### config.mk
export PLATFORM = sky130hd
export DESIGN_NAME = regfile_wb_arbiter
export DESIGN_NICKNAME = d
export VERILOG_FILES = /design/src/rtl/regfile_wb_arbiter.sv
export SDC_FILE = /design/constraint.sdc
export NUM_CORES = 1
export LEC_CHECK = 0
export ABC_AREA = 1
export CAP_MARGIN = 20
export CORE_MARGIN = 2
export CORE_UTILIZATION = 40
export DETAILED_ROUTE_END_ITERATION = 8
export GPL_TIMING_DRIVEN = 0
export PLACE_DENSITY = 0.78
export SLEW_MARGIN = 20
export SYNTH_ARGS = -nofsm -noshare
export SYNTH_HDL_FRONTEND = slang
export SYNTH_SLANG_ARGS = --single-unit
### constraint.sdc
create_clock -name clk -period 5.05 [get_ports clk]
set_clock_uncertainty 0.1 [all_clocks]
set_input_delay 0.505 -clock clk [delete_from_list [all_inputs] [get_ports clk]]
set_output_delay 0.505 -clock clk [all_outputs]
set_load 0.05 [all_outputs]
### src/rtl/regfile_wb_arbiter.sv
// Writeback arbiter for the register file write port with a pending-write scoreboard.
// Optional REGFILE_WB_FWD_EN adds write-stage forwarding ports and drops that term from hazards.
module regfile_wb_arbiter #(
  parameter int unsigned NREQ     = 3,
  parameter int unsigned XLEN     = 32,
  parameter int unsigned ARB_MODE = 0
) (
  input  logic              clk,
  input  logic              rst,
  input  logic [NREQ-1:0]   req_valid,
  output logic [NREQ-1:0]   req_ready,
  input  logic [NREQ*5-1:0] req_rdi,
  input  logic [NREQ*XLEN-1:0] req_data,
  output logic              wr_en,
  output logic [4:0]        wr_rdi,
  output logic [XLEN-1:0]   wr_data,
  input  logic              iss_valid,
  input  logic [4:0]        iss_rdi,
  input  logic [4:0]        chk_rsi1,
  input  logic [4:0]        chk_rsi2,
  output logic              hazard1,
  output logic              hazard2,
  output logic [31:0]       pending
`ifdef REGFILE_WB_FWD_EN
  ,
  output logic              fwd1_hit,
  output logic              fwd2_hit,
  output logic [XLEN-1:0]   fwd1_data,
  output logic [XLEN-1:0]   fwd2_data
`endif
);

  localparam int unsigned IdxW = (NREQ > 1) ? $clog2(NREQ) : 1;

  logic [IdxW-1:0] ptr_q;
  logic [IdxW-1:0] gnt_idx;
  logic            gnt_found;
  logic            hs;
  logic [4:0]      sel_rdi;
  logic [XLEN-1:0] sel_data;
  logic            wr_en_q;
  logic [4:0]      wr_rdi_q;
  logic [XLEN-1:0] wr_data_q;
  logic [31:0]     pend_q, pend_d;
  logic            wb_hit1, wb_hit2;

  // Round-robin: first valid index above the pointer, else wrap to the lowest valid one.
  always_comb begin
    gnt_found = 1'b0;
    gnt_idx   = '0;
    if (ARB_MODE == 1) begin
      for (int unsigned i = 0; i < NREQ; i++) begin
        if (!gnt_found && req_valid[i]) begin
          gnt_found = 1'b1;
          gnt_idx   = IdxW'(i);
        end
      end
    end else begin
      for (int unsigned i = 0; i < NREQ; i++) begin
        if (!gnt_found && req_valid[i] && (IdxW'(i) > ptr_q)) begin
          gnt_found = 1'b1;
          gnt_idx   = IdxW'(i);
        end
      end
      for (int unsigned i = 0; i < NREQ; i++) begin
        if (!gnt_found && req_valid[i] && (IdxW'(i) <= ptr_q)) begin
          gnt_found = 1'b1;
          gnt_idx   = IdxW'(i);
        end
      end
    end
  end

  always_comb begin
    req_ready = '0;
    sel_rdi   = '0;
    sel_data  = '0;
    for (int unsigned i = 0; i < NREQ; i++) begin
      req_ready[i] = gnt_found && !rst && (gnt_idx == IdxW'(i));
      if (gnt_idx == IdxW'(i)) begin
        sel_rdi  = req_rdi[5*i +: 5];
        sel_data = req_data[XLEN*i +: XLEN];
      end
    end
    hs = |(req_valid & req_ready);
  end

  // Set is applied after clear so a newer producer of the same register stays outstanding.
  always_comb begin
    pend_d = pend_q;
    if (hs) begin
      pend_d[sel_rdi] = 1'b0;
    end
    if (iss_valid) begin
      pend_d[iss_rdi] = 1'b1;
    end
    pend_d[0] = 1'b0;
  end

  always_ff @(posedge clk or posedge rst) begin
    if (rst) begin
      wr_en_q   <= 1'b0;
      wr_rdi_q  <= '0;
      wr_data_q <= '0;
      ptr_q     <= IdxW'(NREQ - 1);
      pend_q    <= '0;
    end else begin
      wr_en_q <= hs && (sel_rdi != 5'd0);
      if (hs) begin
        wr_rdi_q  <= sel_rdi;
        wr_data_q <= sel_data;
        ptr_q     <= gnt_idx;
      end
      pend_q <= pend_d;
    end
  end

  assign wr_en   = wr_en_q;
  assign wr_rdi  = wr_rdi_q;
  assign wr_data = wr_data_q;
  assign pending = pend_q;

  // A read in the write cycle still sees the old register value.
  assign wb_hit1 = wr_en_q && (wr_rdi_q == chk_rsi1) && (chk_rsi1 != 5'd0);
  assign wb_hit2 = wr_en_q && (wr_rdi_q == chk_rsi2) && (chk_rsi2 != 5'd0);

`ifdef REGFILE_WB_FWD_EN
  assign hazard1   = pend_q[chk_rsi1];
  assign hazard2   = pend_q[chk_rsi2];
  assign fwd1_hit  = wb_hit1;
  assign fwd2_hit  = wb_hit2;
  assign fwd1_data = wr_data_q;
  assign fwd2_data = wr_data_q;
`else
  assign hazard1 = pend_q[chk_rsi1] | wb_hit1;
  assign hazard2 = pend_q[chk_rsi2] | wb_hit2;
`endif

endmodule
==> metrics.csv <==
metric;value;unit
Pleak;2.916;nW
mapped cell area;4444;sq um
clock tree buffer depth;2;
Site Rows;38;
unrepaired setup endpoints after global routing;false;
mux share of post-synthesis cell area;0;
crit-path cells;clkdlybuf4s50_1, clkbuf_1, o21ai_0, o211ai_1, o211ai_1, nand3_1, nand2_1, nand2_1, clkdlybuf4s50_1;
cts bufs inserted;9;
Post-Synth XOR/XNOR Area;0.001971;
Post-Synth Simple-Gate Area;0.3361;
power density over the cells;450.6;nW/um^2
Ports;207;
fillers;957;
multi-input logic area;2342;sq um
Worst-Margin Slew;893.1;ps
Worst VDD drop;0.2680;mV
Synth Register Bits;71;
Hold Crit Class;in -> async;
critical path class;in -> out;
dominant cells by area after synthesis;dfrtp_1, nand2_1, nand3_1, a41oi_1, o21ai_0;
Flop pwr share;0.301;
gr ovfl total;0;
r2r startpoint;ptr_q[1];
slowest CP cell;clkdlybuf4s50_1;
cell accounting for the most synthesized area;dfrtp_1;
slew margin rel.;0.4000;
first-pass GRT wire length;26050;um
hold_buf cts;0;
Die Area;11970;sq um
Vias;5284;
clock transition at the registers of the reported paths;80;ps
Setup Buffers After CTS;0;
GP Congestion;0.9783;
Placeable Area;10840;sq um
Net Sw Frac;0.4899;
sequential area share after synthesis;0.4001;
CTS tree;done;
Yosys cell types;39;
sw power;1.523;mW
outcome;finished, final reports clean;
syn_nets;745;
Port Buf Inserts;204;
fmax;278.2;MHz
Clock Sinks;71;
largest net degree at the start of global routing;50;
maxcap violations;0;
arrival time of the worst setup path;2990;ps
post-CTS resize count;0;
gr usage total;0.2845;
Post-DRT Antenna Nets;0;
setup slack, reg-to-reg;2950;ps
Place WS;1476;ps
Die Y;109.4;um
compound-gate portion of the synthesized area;0.1881;
Final #Nets;961;
Adder-Cell Fraction of Synth Area;0;
power share of the clock group;0.154;
vias in the first global route;5253;
Combinational Power Share;0.546;
largest family of logic cells by synthesized area;simple AND/OR/NAND/NOR gates;
Finish-stage setup viols;0;
HPWL Detailed;13510;um
synth warn;0;
Starting Density;0.4100;
Final Cycle Share;0.7119;
DRC violations left;0;
Hold Vio Cnt, Final;0;
Mapped Avg Cell Area;7.250;sq um
post-layout util;0.6365;
Ant. Diodes;0;
worst skew pair latency;350;ps
R2R cell count;8;
Fin Hold WS;375.1;ps
internal power;1.586;mW
r2r endpoint;wr_data[8];
setup_tns;0;ps
endpoint class of the critical path;primary output;
crit path max fanout;10;
Synth Instances;613;
drt pass-1 iters;5;
initial antenna violation count;0;
initial DRC count;363;
WP data required;4450;ps
die extent in x;109.4;um
Yosys top cell area share;0.3941;
CP Launch Type;input port;
Final min period;3595;ps
Setup WS post-layout;1455;ps
max-slew violations;0;
clock tree root buffer cell;clkbuf_8;
Post-Route WL;16750;um
share of layout cells above drive strength 1;0.07794;
Layout area overhead;55.26;%
H-tree levels;3;
WL/cell;17.20;um
Worst path max stage delay;800;ps
register area;1778;sq um
via/cell ratio;5.425;
cell families after synthesis:
group                  Yosys count
AND/OR/NAND/NOR                336
AO/OA/AOI/OAI                  132
buffers and inverters           72
flip-flops                      71
XOR/XNOR                         1
other                            1
power groups by stage:
stage / clock network [mW] / registers, mW / logic (mW)
after floorplan: 0 / 1.47 / 0.485
after global placement: 0 / 0.931 / 1.67
after detailed placement: 0 / 0.935 / 1.69
after CTS: 0.485 / 0.926 / 1.70
after global routing: 0.513 / 0.953 / 1.80
final: 0.478 / 0.935 / 1.70
synth_stat cells (all sizes together):
cell     instances
dfstp            1
o21ai           48
o22ai            3
dfrtp           70
a22oi            8
a21oi           29
xor2             1
clkbuf          17
nand3b           1
nor3            11
nand2          215
clkinv           1
conb             1
a41oi           24
buf             14
nand4            3
a21boi           1
nor4             1
nor2            55
nand3           50
a221oi           3
o21bai           2
o211ai           4
inv             40
o2111ai          2
a31oi            8
layer usage:
layer	track usage	vias up	wire length, um
li1	-	2507	-
met1	0.3407	2480	6570
met2	0.4925	256	8341
met3	0.05750	41	1352
met4	0.1266	0	483
met5	0	-	0
layout make-up:
cell class,count,area share
Tap cell,140,0.02539
Clock inverter,3,0.005802
Timing Repair Buffer,205,0.2999
Sequential cell,71,0.2577
Multi-Input combinational cell,470,0.3394
Buffer,31,0.02430
Clock buffer,13,0.02448
Inverter,41,0.02303
through the flow:
stage / cells / cell area, sq um / power, mW
5_1_grt: 974 / 6900 / 3.264
6_report: 974 / 6900 / 3.110
4_1_cts: 974 / 6900 / 3.108
3_3_place_gp: 957 / 6661 / 2.602
3_5_place_dp: 958 / 6691 / 2.628
2_1_floorplan: 613 / 4444 / 1.951
cells in the final DEF, fill, tap and decap left out, types with 2 or more instances in the layout:
master           count
inv_1               36
nand2_2              8
buf_6                5
nand2_1            204
nor3_1              11
a221oi_1             3
a22oi_1              8
a41oi_1             24
nand2_4              3
o21ai_0             36
dfrtp_1             70
o211ai_1             4
o2111ai_1            2
nand4_1              3
clkdlybuf4s50_1    204
clkinv_2             2
nand3_1             42
inv_2                2
nor2_2               3
o21ai_1             11
nand3_2              7
nor2_4               6
o22ai_1              3
nor2_1              46
clkbuf_1            18
buf_2                8
inv_4                2
o21bai_1             2
a31oi_1              8
a21oi_1             28
clkbuf_8            12
state kept, by name (all words and copies together), names as in the netlist:
name and flops:
wr_en 1, ptr_q 2, wr_data 32, wr_rdi 5, pending 31
worst max-delay path by stage:
stage / depth (start not counted) / startpoint / slack (ps) / to
floorplan: 3 / rst / 970 / req_ready[0]
global placement: 5 / rst / -230 / req_ready[1]
detailed placement: 9 / chk_rsi2[1] / 1480 / hazard2
CTS: 9 / chk_rsi2[1] / 1450 / hazard2
global route: 9 / chk_rsi2[1] / 1310 / hazard2
finish: 9 / chk_rsi2[1] / 1460 / hazard2
critical path, delay by kind of cell:
kind | cells | cell delay, ps
AND/OR/NAND/NOR | 3 | 200
AO/OA/AOI/OAI | 3 | 510
buffers and inverters | 3 | 1770
Note: power is estimated with default switching activity, not from simulation.
